### config.mk
export PLATFORM = sky130hd
export DESIGN_NAME = fetch_stage
export DESIGN_NICKNAME = d
export VERILOG_FILES = /design/src/rtl/fetch_pkg.sv /design/src/rtl/fetch_fifo.sv /design/src/rtl/fetch_stage.sv
export SDC_FILE = /design/constraint.sdc
export NUM_CORES = 1
export LEC_CHECK = 0
export BUFFER_PORTS_ARGS = -buffer_cell sky130_fd_sc_hd__buf_2
export CORE_MARGIN = 4
export CORE_UTILIZATION = 47
export DETAILED_ROUTE_END_ITERATION = 8
export GPL_TIMING_DRIVEN = 1
export PLACE_DENSITY = 0.67
export SYNTH_ARGS = -nofsm -noshare
export SYNTH_HDL_FRONTEND = slang
export SYNTH_SLANG_ARGS = --single-unit
### constraint.sdc
create_clock -name clk -period 3.7 [get_ports clk]
set_input_delay 0.74 -clock clk [delete_from_list [all_inputs] [get_ports clk]]
set_output_delay 0.74 -clock clk [all_outputs]
set_load 0.02 [all_outputs]
### src/rtl/fetch_pkg.sv
// Shared types and defaults for the fetch stage: the buffered fetch entry
// and the post-reset fetch address.
package fetch_pkg;

    localparam logic [31:0] DEFAULT_RESET_PC = 32'h0000_0000;

    typedef struct packed {
        logic [31:0] pc;
        logic [31:0] instr;
    } fetch_entry_t;

    function automatic logic [31:0] word_align(input logic [31:0] addr);
        return addr & ~32'h0000_0003;
    endfunction

endpackage

### src/rtl/fetch_fifo.sv
// Synchronous FIFO of fetch entries with a combinational head; flush empties it
// and wins over a same-cycle push.
module fetch_fifo
    import fetch_pkg::*;
#(
    parameter int DEPTH = 4,
    parameter int CNT_W = $clog2(DEPTH) + 1
) (
    input  logic             clk,
    input  logic             reset,
    input  logic             push,
    input  fetch_entry_t     push_entry,
    input  logic             pop,
    input  logic             flush,
    output fetch_entry_t     head,
    output logic [CNT_W-1:0] count,
    output logic             full,
    output logic             empty
);

    localparam int PTR_W = $clog2(DEPTH);

    fetch_entry_t     mem [DEPTH];
    logic [PTR_W-1:0] wr_ptr;
    logic [PTR_W-1:0] rd_ptr;
    logic             do_push;
    logic             do_pop;

    assign empty   = (count == '0);
    assign full    = (count == CNT_W'(DEPTH));
    assign do_pop  = pop && !empty;
    // A full FIFO can still take a push when the head leaves in the same cycle.
    assign do_push = push && (!full || do_pop);
    assign head    = mem[rd_ptr];

    always_ff @(posedge clk) begin
        if (reset || flush) begin
            wr_ptr <= '0;
            rd_ptr <= '0;
            count  <= '0;
        end else begin
            if (do_push) begin
                wr_ptr <= wr_ptr + PTR_W'(1);
            end
            if (do_pop) begin
                rd_ptr <= rd_ptr + PTR_W'(1);
            end
            count <= count + CNT_W'(do_push) - CNT_W'(do_pop);
        end
    end

    always_ff @(posedge clk) begin
        if (do_push && !flush && !reset) begin
            mem[wr_ptr] <= push_entry;
        end
    end

endmodule

### src/rtl/fetch_stage.sv
// Fetch stage: sequential PC generation, credit-limited in-order instruction memory
// requests, buffering of returned words and redirect handling with stale-response drops.
module fetch_stage
    import fetch_pkg::*;
#(
    parameter logic [31:0] RESET_PC   = DEFAULT_RESET_PC,
    parameter int          FIFO_DEPTH = 4,
    parameter int          CNT_W      = $clog2(FIFO_DEPTH) + 1
) (
    input  logic        clk,
    input  logic        reset,
    output logic        imem_req_valid,
    output logic [31:0] imem_req_addr,
    input  logic        imem_req_ready,
    input  logic        imem_rsp_valid,
    input  logic [31:0] imem_rsp_data,
    input  logic        redirect_valid,
    input  logic [31:0] redirect_pc,
    output logic [31:0] o_instruction,
    output logic [31:0] o_pc,
    output logic        o_valid,
    input  logic        i_ready
);

    logic [31:0]      pc;
    logic [31:0]      rsp_pc;
    logic [31:0]      redirect_target;
    logic [CNT_W-1:0] outstanding;
    logic [CNT_W-1:0] drop_cnt;
    logic [CNT_W-1:0] fifo_count;
    logic [CNT_W:0]   in_use;
    logic             fifo_full;
    logic             fifo_empty;
    logic             credit_ok;
    logic             req_fire;
    logic             rsp_keep;
    logic             pop;
    fetch_entry_t     head;
    fetch_entry_t     push_entry;

    assign redirect_target = word_align(redirect_pc);

    // Every request reserves a FIFO slot, so responses never need backpressure.
    assign in_use    = {1'b0, outstanding} + {1'b0, fifo_count};
    assign credit_ok = !fifo_full && (in_use < (CNT_W + 1)'(FIFO_DEPTH));

    assign imem_req_valid = !reset && !redirect_valid && credit_ok;
    assign imem_req_addr  = pc;
    assign req_fire       = imem_req_valid && imem_req_ready;

    assign rsp_keep   = imem_rsp_valid && !redirect_valid && (drop_cnt == '0);
    assign push_entry = '{pc: rsp_pc, instr: imem_rsp_data};

    assign o_valid       = !reset && !fifo_empty;
    assign o_instruction = o_valid ? head.instr : '0;
    assign o_pc          = o_valid ? head.pc : '0;
    assign pop           = o_valid && i_ready;

    fetch_fifo #(
        .DEPTH (FIFO_DEPTH),
        .CNT_W (CNT_W)
    ) u_fifo (
        .clk        (clk),
        .reset      (reset),
        .push       (rsp_keep),
        .push_entry (push_entry),
        .pop        (pop),
        .flush      (redirect_valid),
        .head       (head),
        .count      (fifo_count),
        .full       (fifo_full),
        .empty      (fifo_empty)
    );

    // Responses still in flight at a redirect belong to the old path and are
    // counted into drop_cnt; the one arriving in the redirect cycle is already gone.
    always_ff @(posedge clk) begin
        if (reset) begin
            pc          <= RESET_PC;
            rsp_pc      <= RESET_PC;
            outstanding <= '0;
            drop_cnt    <= '0;
        end else begin
            outstanding <= outstanding + CNT_W'(req_fire) - CNT_W'(imem_rsp_valid);
            if (redirect_valid) begin
                pc       <= redirect_target;
                rsp_pc   <= redirect_target;
                drop_cnt <= outstanding - CNT_W'(imem_rsp_valid);
            end else begin
                if (req_fire) begin
                    pc <= pc + 32'd4;
                end
                if (imem_rsp_valid) begin
                    if (drop_cnt != '0) begin
                        drop_cnt <= drop_cnt - CNT_W'(1);
                    end else begin
                        rsp_pc <= rsp_pc + 32'd4;
                    end
                end
            end
        end
    end

endmodule

==> flow_metrics.py, run 1 <==
metrics = {
    "global_routing": {
        "gr-usage-all-layers": 0.178,
        "antenna_found_initial": 0,
        "grt_pass1_vias": 8100,
        "grt_pass1_wl_um": 44500,
        "grt_max_degree": 69,
        "grt_overflow_total": 0,
    },
    "logic_synthesis": {
        "synth_edf_count": 248,
        "yosysSeqAreaShare": 0.655,
        "yosys.area.top_type": "edfxtp_1",
        "synth_common_cells": "edfxtp_1 (248), dfxtp_1 (75), and2_1 (74), mux4_2 (62), nand2_1 (46)",
        "synthCells": 902,
        "synth-async-reset-ratio": 0,
        "synth.distinct_cells": 64,
        "synthFlopType": "edfxtp_1",
        "yosysMostFrequentCell": "edfxtp_1",
        "yosys_warnings": 0,
        "synthesis.area_mm2": 0.0137,
        "syn_avg_cell_area_um2": 15.2,
        "netlist_top_cells_area": "edfxtp_1 (54%), dfxtp_1 (11%), mux4_2 (10%)",
        "yosysTopAreaCellShare": 0.545,
        "ys_ff_latch": 323,
    },
    "final_layout": {
        "layoutNonFillerInstCount": 1483,
        "area_growth_syn_to_layout_pct": 16.7,
        "fin_area_mm2": 0.0160,
        "nNetsFinal": 1164,
        "diodes": 0,
        "drive_above_1_share": 0.291,
    },
    "place": {
        "postPlaceCellArea_mm2": 0.0149,
        "dp_slack_ps": 677,
        "placedCellCount": 1423,
        "gp_congestion": 0.836,
        "io_buffers": 161,
        "dp_hpwl_um": 18400,
    },
    "job": {
        "cap_violations": 0,
    },
    "routing": {
        "viasPerCell": 5.46,
        "postRouteWirelength_um": 28100,
        "ant_nets": 0,
        "wl_per_cell_um": 18.9,
        "drc": 0,
        "vias": 8095,
        "dr.pass1.iters": 5,
        "drt_iter0_markers": 599,
    },
    "clocking": {
        "holdBufCountCts": 0,
        "clk_pin_slew_ps": 60,
        "cts_tree": "yes",
        "clock-sinks": 323,
        "clock-root-buffer": "clkbuf_16",
        "htreeDepth": 2,
        "cts_buffers": 35,
        "ctsResizeCount": 0,
        "cts.repair_timing.setup_buffer_count": 0,
        "cts_buffer_depth": 3,
        "worst_skew_pair.late_latency_ps": 510,
    },
    "floorplanning": {
        "start_util": 0.476,
        "die-area_mm2": 0.0319,
        "coreArea_mm2": 0.0287,
        "rows": 62,
        "ios": 168,
        "fp.dieH_um": 179,
        "die_x_um": 179,
    },
    "timing": {
        "setup_ws_ps": 565,
        "worst_hold_slack_ps": 450,
        "min_period_ps": 3130,
        "setup_viol": 0,
        "hold_viol": 0,
        "slew_headroom": 0.535,
        "worst_slew_pin_slew_ps": 697,
        "rsz0062_at_grt": "no",
        "maxSlewViolCount": 0,
        "skew_ps": 14.4,
        "fmax_mhz": 319,
        "fin_crit_sh": 0.847,
        "tns_ps": 0,
    },
    "setup_path": {
        "cpPeakStageDelay_ps": 620,
        "rr_worst_depth": 12,
        "critPathLaunchType": "register",
        "cp_slowest_cell": "dfxtp_4",
        "ff2ff_setup_slack_ps": 990,
        "r2r_end": "outstanding[2]$_SDFF_PP0_",
        "cp.arrival_ps": 2390,
        "crit_chain": "buf_4 -> mux4_2 -> and2_1 -> buf_2",
        "end_kind": "output pin",
        "path_class": "reg -> out",
        "required_ps": 2960,
        "path_max_fanout": 21,
        "rr_startpoint": "u_fifo.count[2]$_SDFF_PP0_",
    },
    "power_and_ir_drop": {
        "pwr-share-clk": 0.408,
        "pwr-share-seq": 0.527,
        "pwr-share-comb": 0.066,
        "switchingPower_mw": 1.73,
        "power.internal_mw": 6.07,
        "switching_share": 0.222,
        "vdd_drop_max_v": 0.000257,
        "p_per_area_mw_per_mm2": 489,
        "p_leak_nw": 5.66,
    },
    "hold_path": {
        "min_path_cells": 1,
        "holdPathEnd": "u_fifo.mem[1][13]$_DFFE_PP_",
        "hp-class": "in -> reg",
        "hp-start": "imem_rsp_data[13]",
    },
    "status": {
        "status": "finished clean",
    },
}
## power by group through the flow
stage                     Combinational (mW)  Sequential (mW)  Clock (mW)
after floorplan                        0.330             4.18           0
after global placement                 0.511             4.18           0
after detailed placement               0.519             4.18           0
after CTS                              0.521             4.11        3.27
after global routing                   0.574             4.12        3.41
final                                  0.514             4.11        3.18
## sequential cells by signal (all words and copies together), names as in the netlist, named ones only
register,cells
u_fifo.mem,248
imem_req_addr,30
rsp_pc,30
drop_cnt,3
outstanding,3
u_fifo.count,3
u_fifo.rd_ptr,2
u_fifo.wr_ptr,2
## stage by stage
stage                     total power [mW]   util
final                                 7.80  0.556
after global routing                  8.11  0.556
after CTS                             7.90  0.556
after detailed placement              4.70  0.519
after global placement                4.69  0.519
after floorplan                       4.51      -
## per-layer routing
layer,share of wire,global-route usage,vias up
li1,-,-,3818
met1,0.45,0.255,3968
met2,0.46,0.284,274
met3,0.072,0.0345,35
met4,0.016,0.0413,0
met5,0,0,-
## critical path, delay by kind of cell (launching register included)
family	cells	cell delay, ps
flip-flops	1	620
multiplexers	1	550
buffers and inverters	2	530
AND/OR/NAND/NOR	1	190
## worst max path at each step
stage,slack [ps],depth (start not counted),to,startpoint
CTS,490,4,o_instruction[0],register
global placement,690,12,outstanding[2]$_SDFF_PP0_,redirect_valid
finish,570,4,o_instruction[0],register
detailed placement,680,12,outstanding[2]$_SDFF_PP0_,redirect_valid
floorplan,310,5,u_fifo.mem[2][0]$_DFFE_PP_,reset
global route,390,4,o_instruction[0],register
## area by class of cell
cell class	count	area, um2
inverter	23	86.3
tap	384	480
fill	2360	12700
multi-input combinational	511	4410
timing repair buffer	182	976
sequential	323	8950
clock buffer	46	938
clock inverter	14	109
## layout by cell type (no fill, tap or decap), types with 4 or more instances in the layout
master     instances
edfxtp_1         248
buf_2            161
dfxtp_1           73
and2_1            70
mux4_2            62
nand2_1           46
nor2_1            41
clkbuf_16         36
xor2_1            24
nand4_1           23
nand3_1           21
inv_1             21
buf_4             20
a31oi_1           18
xnor2_1           17
ha_1              16
or3_1             15
o21ai_0           15
a211oi_1          15
a21oi_1           12
nor3_1            12
a21boi_0          11
o211ai_1          10
clkbuf_1          10
o21a_1             9
and3_1             8
clkinv_1           7
and4_1             5
and2_2             5
nor4_1             4
conb_1             4
## kinds of logic after synthesis
logic type      after synthesis  synth area share
mux                          63             0.103
compound gates              107            0.0543
simple gates                278             0.120
other cells                   1          0.000274
xor+xnor                     41            0.0263
buf+inv                      71            0.0246
flops                       323             0.655
fa+ha+maj                    18            0.0176
(Power assumes the default switching activity.)
==> run 2: changes to the inputs <==
Settings changed: ABC_AREA set to 1, PLACE_DENSITY 0.67 to 0.66.
Clock period 3.7 ns to 3.25 ns, I/O delays scaled along.
==> run 2 against run 1 <==
Against the previous run: core utilization rose by 0.19 points; combinational power is 37% higher; register-to-register slack worse by 150 ps; largest power group unchanged; first-iteration DRC count grew 45%; count of clock-buffer cells in the layout down 3; design area grew 6.9%; die area is 6.4% higher.
==> flow_metrics.py, run 2 <==
metrics = {
    "routing": {
        "vias": 11400,
        "ant_nets": 0,
        "postRouteWirelength_um": 36000,
        "met1_length_um": 15900,
        "viasPerCell": 5.31,
        "wl_per_cell_um": 16.8,
        "met2_length_um": 16400,
        "drt_iter0_markers": 866,
        "dr_wl_met3_um": 2870,
        "drc": 0,
        "top_layer": "met4",
        "dr.pass1.iters": 5,
    },
    "setup_path": {
        "crit_chain": "inv_1 -> a21oi_1 -> inv_2 -> buf_12 -> a21oi_1 -> buf_2",
        "rr_startpoint": "outstanding[2]$_SDFF_PP0_",
        "ff2ff_setup_slack_ps": 840,
        "end_kind": "output pin",
        "required_ps": 2600,
        "r2r_end": "outstanding[2]$_SDFF_PP0_",
        "path_max_fanout": 36,
        "cp_common_cell": "a21oi_1",
        "cpPeakStageDelay_ps": 390,
        "critPathLaunchType": "register",
        "path_class": "reg -> out",
        "critPathTopFamily": "buffers and inverters",
        "cp.arrival_ps": 2390,
        "cp_slowest_cell": "inv_2",
        "rr_worst_depth": 12,
        "critical_path_buf_inv_count": 4,
    },
    "final_layout": {
        "final_common_cell": "nor2_1",
        "area_growth_syn_to_layout_pct": 16.9,
        "largest_register_ffs": 248,
        "top_register": "u_fifo.mem",
        "nNetsFinal": 1808,
        "regArea_mm2": 0.00895,
        "multi_input_area_mm2": 0.00493,
        "drive_above_1_share": 0.155,
        "mostFrequentLayoutCells": "nor2_1 (363), nand2_1 (251), edfxtp_1 (248)",
        "fillers": 2668,
        "diodes": 0,
        "postLayoutCoreUtil": 0.558,
    },
    "hold_path": {
        "min_path_cells": 1,
        "hp-start": "imem_rsp_data[19]",
        "holdPathEnd": "u_fifo.mem[3][19]$_DFFE_PP_",
        "hp-class": "in -> reg",
    },
    "floorplanning": {
        "start_util": 0.477,
        "rows": 64,
        "die_x_um": 184,
        "fp.dieH_um": 184,
        "die-area_mm2": 0.0339,
        "coreArea_mm2": 0.0306,
        "ios": 168,
    },
    "timing": {
        "tns_ps": 0,
        "slew_headroom": 0.421,
        "worst_slew_pin_slew_ps": 867,
        "skew_ps": 20.7,
        "min_period_ps": 3040,
        "rsz0062_at_grt": "no",
        "setup_viol": 0,
        "fin_crit_sh": 0.936,
        "maxSlewViolCount": 0,
        "hold_viol": 0,
        "fmax_mhz": 329,
    },
    "clocking": {
        "cts_tree": "yes",
        "cts.repair_timing.setup_buffer_count": 0,
        "clock-root-buffer": "clkbuf_16",
        "cts_buffers": 36,
        "cts_buffer_depth": 3,
        "ctsResizeCount": 0,
        "worst_skew_pair.late_latency_ps": 520,
        "clk_pin_slew_ps": 60,
        "clock-sinks": 323,
        "holdBufCountCts": 0,
        "htreeDepth": 2,
    },
    "power_and_ir_drop": {
        "p_leak_nw": 6.58,
        "p_per_area_mw_per_mm2": 550,
        "vdd_drop_max_v": 0.000344,
    },
    "global_routing": {
        "grt_overflow_total": 0,
        "grt_pass1_vias": 10800,
        "antenna_found_initial": 0,
        "grt_max_degree": 125,
        "grt_pass1_wl_um": 56300,
        "gr-usage-all-layers": 0.206,
    },
    "logic_synthesis": {
        "yosysMostFrequentCell": "nor2_1",
        "synth-async-reset-ratio": 0,
        "synthFlopType": "edfxtp_1",
        "yosys_warnings": 0,
        "yosysSeqAreaShare": 0.613,
        "yosysTopAreaCellShare": 0.510,
        "yosys.area.top_type": "edfxtp_1",
        "ys_ff_latch": 323,
        "synth_common_cells": "nor2_1 (367), nand2_1 (251), edfxtp_1 (248), o21ai_0 (162), a21oi_1 (118)",
        "synthCells": 1567,
        "synth.distinct_cells": 39,
        "netlist_top_cells_area": "edfxtp_1 (51%), dfxtp_1 (10%), nor2_1 (9.4%)",
        "syn_avg_cell_area_um2": 9.31,
        "synthesis.area_mm2": 0.0146,
        "synth_edf_count": 248,
    },
    "place": {
        "io_buffers": 161,
        "gp_congestion": 0.906,
        "dp_hpwl_um": 22600,
    },
    "status": {
        "status": "finished clean",
    },
    "job": {
        "cap_violations": 0,
    },
}
==> run 2: layout make-up <==
class                      count  area share
clock buffer                  43      0.0561
clock inverter                22      0.0131
inverter                     105      0.0232
multi-input combinational   1066       0.289
sequential                   323       0.525
tap                          396      0.0290
timing repair buffer         188      0.0650
==> run 2: through the flow <==
stage / hold WS (ps) / cells / setup WS, ps / total power [mW] / instance area [um2]
global route: 330 / 2143 / 18.1 / 9.73 / 17100
detailed placement: 452 / 2078 / 429 / 5.48 / 15900
floorplan: 437 / 1570 / -411 / 5.20 / 14600
finish: 349 / 2143 / 207 / 9.39 / 17100
CTS: 329 / 2143 / 155 / 9.45 / 17100
global placement: 442 / 2078 / 483 / 5.46 / 15900
==> run 2: worst reg2reg max path, delay by kind of cell, from the launching register on <==
kind	cells	cell delay (ps)
adders and majority gates	4	1100
DFF	1	400
xor gates and xnor gates	2	350
and+or+nand+nor	4	320
buffers and inverters	2	120
==> run 2: how the worst max path moves through the flow <==
stage                                     from                          to  slack, ps  cells past startpoint
floorplan                                reset  u_fifo.mem[0][0]$_DFFE_PP_       -410                      7
global placement                         reset           o_instruction[27]        480                      6
detailed placement                       reset           o_instruction[27]        430                      6
CTS                 u_fifo.count[1]$_SDFF_PP0_           o_instruction[27]        160                      6
global route        u_fifo.count[1]$_SDFF_PP0_           o_instruction[27]         20                      6
finish              u_fifo.count[1]$_SDFF_PP0_           o_instruction[27]        210                      6
==> run 2: cells by family after synthesis <==
family / Yosys count / synth area share
xor gates and xnor gates: 16 / 0.00960
other: 1 / 0.000257
and+or+nand+nor: 723 / 0.201
DFF: 323 / 0.613
adders and majority gates: 18 / 0.0165
AOI/OAI and AO/OA: 305 / 0.107
buffers and inverters: 181 / 0.0520
==> run 2: power by group <==
group,internal (mW),switching [mW],total [mW]
Combinational,0.241,0.461,0.703
Clock,2.37,1.62,3.99
Sequential,4.56,0.130,4.70
Total,7.18,2.21,9.39
==> run 2: layer usage <==
metal  global-route usage  vias to the layer above
li1                     -                     5575
met1                0.290                     5334
met2                0.332                      423
met3               0.0330                       50
met4               0.0657                        0
met5                    0                        -
